`src/rtl/mano_io_pkg.sv`:
```
// Shared types and constants for the basic-computer serial terminal unit.
package mano_io_pkg;

  localparam int IO_DATA_BITS = 8;
  localparam int BIT_IDX_W    = $clog2(IO_DATA_BITS);

  localparam logic IDLE_LINE = 1'b1;
  localparam logic START_BIT = 1'b0;

  typedef enum logic [1:0] {
    RX_IDLE  = 2'd0,
    RX_START = 2'd1,
    RX_DATA  = 2'd2,
    RX_STOP  = 2'd3
  } rx_state_e;

  typedef enum logic [1:0] {
    TX_IDLE  = 2'd0,
    TX_START = 2'd1,
    TX_DATA  = 2'd2,
    TX_STOP  = 2'd3
  } tx_state_e;

endpackage

```
`src/rtl/mano_baud_tick.sv`:
```
// Bit-period counter. tick marks the last cycle of a bit period, half marks
// the cycle just before the midpoint. restart realigns the period to the
// cycle after it is asserted.
module mano_baud_tick #(
  parameter int CLKS_PER_BIT = 16
) (
  input  logic CLK,
  input  logic rst_n,
  input  logic restart,
  output logic tick,
  output logic half
);

  localparam int CNT_W = $clog2(CLKS_PER_BIT);

  logic [CNT_W-1:0] cnt;

  // Free-running modulo-CLKS_PER_BIT counter, zeroed by restart.
  always_ff @(posedge CLK or negedge rst_n) begin
    if (!rst_n) begin
      cnt <= '0;
    end else if (restart || (cnt == CNT_W'(CLKS_PER_BIT - 1))) begin
      cnt <= '0;
    end else begin
      cnt <= cnt + 1'b1;
    end
  end

  assign tick = (cnt == CNT_W'(CLKS_PER_BIT - 1));
  assign half = (cnt == CNT_W'(CLKS_PER_BIT / 2 - 1));

endmodule

```
`src/rtl/mano_io_unit.sv`:
```
// Serial terminal interface for the basic computer: INPR/FGI receive path,
// OUTR/FGO transmit path, IEN and the registered interrupt request R.
// Optional macro MANO_IO_OVERRUN_EN adds the sticky overrun output.
module mano_io_unit
  import mano_io_pkg::*;
#(
  parameter int CLKS_PER_BIT = 16,
  parameter int DATA_BITS    = IO_DATA_BITS
) (
  input  logic                 CLK,
  input  logic                 rst_n,
  input  logic                 rx_in,
  output logic                 tx_out,
  input  logic                 inp_ack,
  input  logic                 out_ld,
  input  logic [DATA_BITS-1:0] out_data,
  input  logic                 ien_set,
  input  logic                 ien_clr,
  output logic [DATA_BITS-1:0] inpr,
  output logic                 fgi,
  output logic                 fgo,
  output logic                 ien,
  output logic                 irq
`ifdef MANO_IO_OVERRUN_EN
  ,
  output logic                 overrun
`endif
);

  localparam logic [BIT_IDX_W-1:0] LAST_BIT = BIT_IDX_W'(DATA_BITS - 1);

  logic                 rx_s1, rx_s2;
  logic                 rx_fall;
  rx_state_e            rx_state;
  logic [BIT_IDX_W-1:0] rx_idx;
  logic [DATA_BITS-1:0] rx_shreg;
  logic                 rx_done;
  logic                 rx_restart, rx_tick, rx_half;

  tx_state_e            tx_state;
  logic [BIT_IDX_W-1:0] tx_idx;
  logic [BIT_IDX_W-1:0] tx_idx_nxt;
  logic [DATA_BITS-1:0] outr;
  logic                 tx_load;
  logic                 tx_tick, tx_half_unused;

  // Two-flop synchroniser for the asynchronous serial input.
  always_ff @(posedge CLK or negedge rst_n) begin
    if (!rst_n) begin
      rx_s1 <= IDLE_LINE;
      rx_s2 <= IDLE_LINE;
    end else begin
      rx_s1 <= rx_in;
      rx_s2 <= rx_s1;
    end
  end

  // Falling edge seen one flop early so rx_s2 enters the start bit on the
  // same edge the bit counter restarts; the half tick then lands mid-bit.
  assign rx_fall    = (rx_s2 == IDLE_LINE) && (rx_s1 == START_BIT);
  assign rx_restart = ((rx_state == RX_IDLE) && rx_fall) ||
                      ((rx_state == RX_START) && rx_half && (rx_s2 == START_BIT));

  mano_baud_tick #(.CLKS_PER_BIT(CLKS_PER_BIT)) u_rx_tick (
    .CLK     (CLK),
    .rst_n   (rst_n),
    .restart (rx_restart),
    .tick    (rx_tick),
    .half    (rx_half)
  );

  // Receive FSM: start validation at mid-bit, then one sample per bit period.
  always_ff @(posedge CLK or negedge rst_n) begin
    if (!rst_n) begin
      rx_state <= RX_IDLE;
      rx_idx   <= '0;
      rx_done  <= 1'b0;
    end else begin
      rx_done <= 1'b0;
      case (rx_state)
        RX_IDLE: begin
          if (rx_fall) rx_state <= RX_START;
        end
        RX_START: begin
          if (rx_half) begin
            if (rx_s2 == START_BIT) begin
              rx_state <= RX_DATA;
              rx_idx   <= '0;
            end else begin
              rx_state <= RX_IDLE;
            end
          end
        end
        RX_DATA: begin
          if (rx_tick) begin
            if (rx_idx == LAST_BIT) rx_state <= RX_STOP;
            else                    rx_idx   <= rx_idx + 1'b1;
          end
        end
        RX_STOP: begin
          if (rx_tick) begin
            rx_done  <= (rx_s2 == IDLE_LINE);
            rx_state <= RX_IDLE;
          end
        end
        default: rx_state <= RX_IDLE;
      endcase
    end
  end

  // LSB-first deserialiser; holds its value from the last data bit until the
  // next frame, so rx_done can commit it a cycle after the stop sample.
  always_ff @(posedge CLK) begin
    if ((rx_state == RX_DATA) && rx_tick) rx_shreg <= {rx_s2, rx_shreg[DATA_BITS-1:1]};
  end

  // INPR and FGI: a completing byte takes priority over a same-cycle INP.
  always_ff @(posedge CLK or negedge rst_n) begin
    if (!rst_n) begin
      inpr <= '0;
      fgi  <= 1'b0;
    end else if (rx_done) begin
      inpr <= rx_shreg;
      fgi  <= 1'b1;
    end else if (inp_ack) begin
      fgi  <= 1'b0;
    end
  end

`ifdef MANO_IO_OVERRUN_EN
  // Sticky overrun: a byte landing on an unread INPR.
  always_ff @(posedge CLK or negedge rst_n) begin
    if (!rst_n)              overrun <= 1'b0;
    else if (rx_done && fgi) overrun <= 1'b1;
    else if (inp_ack)        overrun <= 1'b0;
  end
`endif

  // FGO=1 only while idle, so a load during a frame is simply dropped.
  assign tx_load    = out_ld && fgo;
  assign tx_idx_nxt = tx_idx + 1'b1;

  mano_baud_tick #(.CLKS_PER_BIT(CLKS_PER_BIT)) u_tx_tick (
    .CLK     (CLK),
    .rst_n   (rst_n),
    .restart (tx_load),
    .tick    (tx_tick),
    .half    (tx_half_unused)
  );

  // OUTR only changes on an accepted OUT.
  always_ff @(posedge CLK) begin
    if (tx_load) outr <= out_data;
  end

  // Transmit FSM: registered line output, FGO restored at end of stop bit.
  always_ff @(posedge CLK or negedge rst_n) begin
    if (!rst_n) begin
      tx_state <= TX_IDLE;
      tx_idx   <= '0;
      fgo      <= 1'b1;
      tx_out   <= IDLE_LINE;
    end else begin
      case (tx_state)
        TX_IDLE: begin
          if (tx_load) begin
            tx_state <= TX_START;
            fgo      <= 1'b0;
            tx_out   <= START_BIT;
          end
        end
        TX_START: begin
          if (tx_tick) begin
            tx_state <= TX_DATA;
            tx_idx   <= '0;
            tx_out   <= outr[0];
          end
        end
        TX_DATA: begin
          if (tx_tick) begin
            if (tx_idx == LAST_BIT) begin
              tx_state <= TX_STOP;
              tx_out   <= IDLE_LINE;
            end else begin
              tx_idx   <= tx_idx_nxt;
              tx_out   <= outr[tx_idx_nxt];
            end
          end
        end
        TX_STOP: begin
          if (tx_tick) begin
            tx_state <= TX_IDLE;
            fgo      <= 1'b1;
          end
        end
        default: tx_state <= TX_IDLE;
      endcase
    end
  end

  // IEN with clear priority; R is masked by a same-cycle clear so it falls
  // together with IEN when the interrupt cycle is entered.
  always_ff @(posedge CLK or negedge rst_n) begin
    if (!rst_n) begin
      ien <= 1'b0;
      irq <= 1'b0;
    end else begin
      if (ien_clr)      ien <= 1'b0;
      else if (ien_set) ien <= 1'b1;
      irq <= ien && !ien_clr && (fgi || fgo);
    end
  end

endmodule

```
`config.mk`:
```
export PLATFORM = sky130hd
export DESIGN_NAME = mano_io_unit
export DESIGN_NICKNAME = d
export VERILOG_FILES = /design/src/rtl/mano_io_pkg.sv /design/src/rtl/mano_baud_tick.sv /design/src/rtl/mano_io_unit.sv
export SDC_FILE = /design/constraint.sdc
export NUM_CORES = 1
export LEC_CHECK = 0
export BUFFER_PORTS_ARGS = -buffer_cell sky130_fd_sc_hd__buf_2
export CORE_MARGIN = 3
export CORE_UTILIZATION = 30
export CTS_BUF_LIST = sky130_fd_sc_hd__clkbuf_4
export CTS_CLUSTER_SIZE = 25
export DETAILED_ROUTE_END_ITERATION = 8
export SYNTH_ARGS = -nofsm -noshare
export SYNTH_HDL_FRONTEND = slang
export SYNTH_SLANG_ARGS = --single-unit
```
`constraint.sdc`:
```
create_clock -name CLK -period 1.72 [get_ports CLK]
set_input_delay 0.344 -clock CLK [delete_from_list [all_inputs] [get_ports CLK]]
set_output_delay 0.344 -clock CLK [all_outputs]
set_load 0.05 [all_outputs]
```
==> impl_metrics.ini <==
[setup_path]
critical_path_required_ps = 2020
worst_path_cell_trace = ha_4, mux2_4, nand3b_1, o311ai_1, a221oi_2, o22ai_1
crit_path_start = tx_idx[1]
timing.setup.critical_path_class = flip-flop to flip-flop
critical-path-slowest-cell = sky130_fd_sc_hd__dfrtp_1
timing.critical_path.fanout_max = 5
ff2ff_path_depth = 6
largest_incremental_delay_on_the_critical_path_ps = 440
r2r_end = tx_out
worstReg2RegStart = tx_idx[1]
startpoint_type = flip-flop
timing.critical_path.to_type = flip-flop
reg2reg_setup_slack_ps = 60
critPathArrivalTime_ps = 1960

[place]
gp_routability_congestion = 0.687
detailedPlacementHpwl_um = 2380
dpl.cell_count = 286
placement.io_buffers = 27

[finish]
fin_nets = 225
final.fill_count = 692
antenna-diode-count = 0
area_growth_syn_to_layout_pct = 16.3
final_cell_count_no_fill = 295
post-route-util_pct = 36.4
drive_gt1_share_pct = 29.6

[clock_network]
cts_sinks = 50
clkTransAtPathRegs_ps = 150
max-clock-path-buffers = 2
cts_root_buf = sky130_fd_sc_hd__clkbuf_4
cts-htree-levels = 2
cts_inserted_buffers = 5
cts_tree = built
worst_skew_pair.late_latency_ps = 370

[synthesis]
yosys-top-cells-count = sky130_fd_sc_hd__dfrtp_1, sky130_fd_sc_hd__edfxtp_1, sky130_fd_sc_hd__nor2_1
yosysSeqAreaShare_pct = 61.8
synth.cell_area_um2 = 2160
number_of_synthesized_flops_with_an_enable_pin = 16
synth_cell_types = 40
post_synth.cell_area_avg_um2 = 13.1
synth_most_common_cell = sky130_fd_sc_hd__dfrtp_1
mappedNetlistNets = 192
syn_inst = 165
synth-warning-count = 0
synth_seq_cells = 50
ys.flop_type = sky130_fd_sc_hd__dfrtp_1
post_synth_main_area_contributors = sky130_fd_sc_hd__dfrtp_1, sky130_fd_sc_hd__edfxtp_1, sky130_fd_sc_hd__ha_1
synth_async_sr_flop_share_pct = 68.0
synth_top_area_share_pct = 34.7
synth_largest_area_cell = sky130_fd_sc_hd__dfrtp_1

[flow_run]
timing.max_cap.violations = 0

[global_routing]
grt_remaining_overflow = 0
grtUsageTotal_pct = 8.70
grt_util_met1_pct = 11.0
grt_antenna_before_repair = 0
gr_met3_demand_resource_pct = 2.25
largest_net_degree_at_the_start_of_global_routing = 35
global_route_wire_length_before_repair_um = 5900
first_global_vias = 1317
grt.busiest_layer = met2
grt_use_met2_pct = 14.3

[die]
row_count = 30
floorplan.die.height_um = 90.9
die_width_um = 90.9
start_util_pct = 31.3
die_area_um2 = 8260
core_area_um2 = 6910
io_pins = 28

[min_path]
min-delay-start = rx_in
holdPathEnd = rx_s1
min_path_cells = 1
min_path_type = input pin to flip-flop

[power_and_ir_drop]
powerDensity_nw_per_um2 = 1510
power_mw = 3.79
total_leakage_power_nw = 1.14
vdd.ir_drop.worst_mv = 0.349

[sta]
slew_violations = 0
slew_headroom_pct = 71.1
post-route-period-util_pct = 96.5
rsz0062_at_grt = true
fmaxAchievable_mhz = 602
period_minus_slack_ps = 1660
finalClockSkew_ps = 18.5
finalHoldViolCount = 0
timing.hold.ws_ps = 67.4
final-setup-viol-count = 0
worstMarginPinSlew_ps = 433

[route]
drc = 0
postRouteAntennaNets = 0
drt-vias-per-instance = 4.42
routed_wl_per_cell_um = 11.5
drt_pre_antenna_iters = 4
first_iter_violations = 74
wirelength_um = 3390
vias = 1305

[run_status]
run_status = finished, final reports clean
state kept, by name (all words and copies together) (netlist names), named ones only:
| name | count |
|---|---|
| inpr | 8 |
| outr | 8 |
| rx_shreg | 8 |
| u_rx_tick.cnt | 4 |
| u_tx_tick.cnt | 4 |
| rx_idx | 3 |
| tx_idx | 3 |
| tx_state | 2 |
| fgi | 1 |
| fgo | 1 |
| ien | 1 |
| irq | 1 |
| rx_done | 1 |
| rx_s1 | 1 |
| rx_s2 | 1 |
| rx_state | 1 |
| tx_out | 1 |
stage by stage:
step | setup TNS, ps | setup slack [ps] | instance area, um2
5_1_grt | -24.5 | -24.5 | 2510
3_5_place_dp | 0 | 4.21 | 2420
3_3_place_gp | 0 | 65.8 | 2420
2_1_floorplan | 0 | 11.4 | 2160
6_report | 0 | 59.7 | 2510
4_1_cts | 0 | 45.1 | 2510
placed cells by master (no fill, tap or decap), drive strengths merged, types with 2 or more instances in the layout:
cell and n:
ha 12, o21ai 8, and3 4, a31oi 4, buf 32, mux2i 2, mux2 11, dfstp 4
and2 2, xnor2 2, a211oi 2, a22o 7, edfxtp 16, clkbuf 5, nor2 16, nand2 6
nand3 3, inv 9, dfrtp 30, nor3b 2, xor2 2, clkinv 2, nor3 2
report_power, final:
group | internal, mW | leakage [nW] | switching [mW]
clock network | 0.175 | 0.0373 | 0.395
registers | 1.55 | 0.578 | 0.245
logic | 0.570 | 0.528 | 0.856
total | 2.29 | 1.14 | 1.50
layer usage:
metal  wire, um  up-vias
met3        148        4
met1       1580      617
met5          0        -
met2       1600       29
met4         61        0
li1           -      655
worst max-delay path by stage:
stage | endpoint | slack (ps) | cells after the start
4_1_cts | tx_out | 50 | 6
3_5_place_dp | tx_out | 4 | 6
2_1_floorplan | tx_out | 10 | 7
3_3_place_gp | tx_out | 70 | 6
6_report | tx_out | 60 | 6
5_1_grt | tx_out | -20 | 6
logic make-up (layout without fill, tap and decap cells):
group / count (synthesis) / count (layout) / synth area share, %
xor+xnor: 4 / 4 / 1.62
buf+inv: 15 / 49 / 3.13
fa+ha+maj: 12 / 12 / 6.95
simple gates: 41 / 41 / 9.67
compound gates: 30 / 30 / 9.96
mux: 13 / 13 / 6.83
flops: 50 / 50 / 61.8
critical path, delay by kind of cell (launching register included):
family | cells | cell delay (ps)
flops | 1 | 440
simple gates | 1 | 90
mux | 1 | 290
compound gates | 3 | 470
fa+ha+maj | 1 | 310
timing repair:
item,in CTS,in global routing
hold endpoints to repair,30,0
setup buffers,0,0
hold buffers,1,0
gates resized for setup,1,1
setup endpoints to repair,1,1
area by class of cell:
| type | instances | area (um2) | area share, % |
|---|---|---|---|
| tap | 96 | 120 | 4.78 |
| clock inverter | 3 | 28.8 | 1.14 |
| multi-input combinational | 100 | 778 | 31.0 |
| sequential | 50 | 1340 | 53.2 |
| inverter | 8 | 30.0 | 1.19 |
| timing repair buffer | 33 | 183 | 7.27 |
| clock buffer | 5 | 37.5 | 1.49 |
Power figures use the tool's default switching activity.
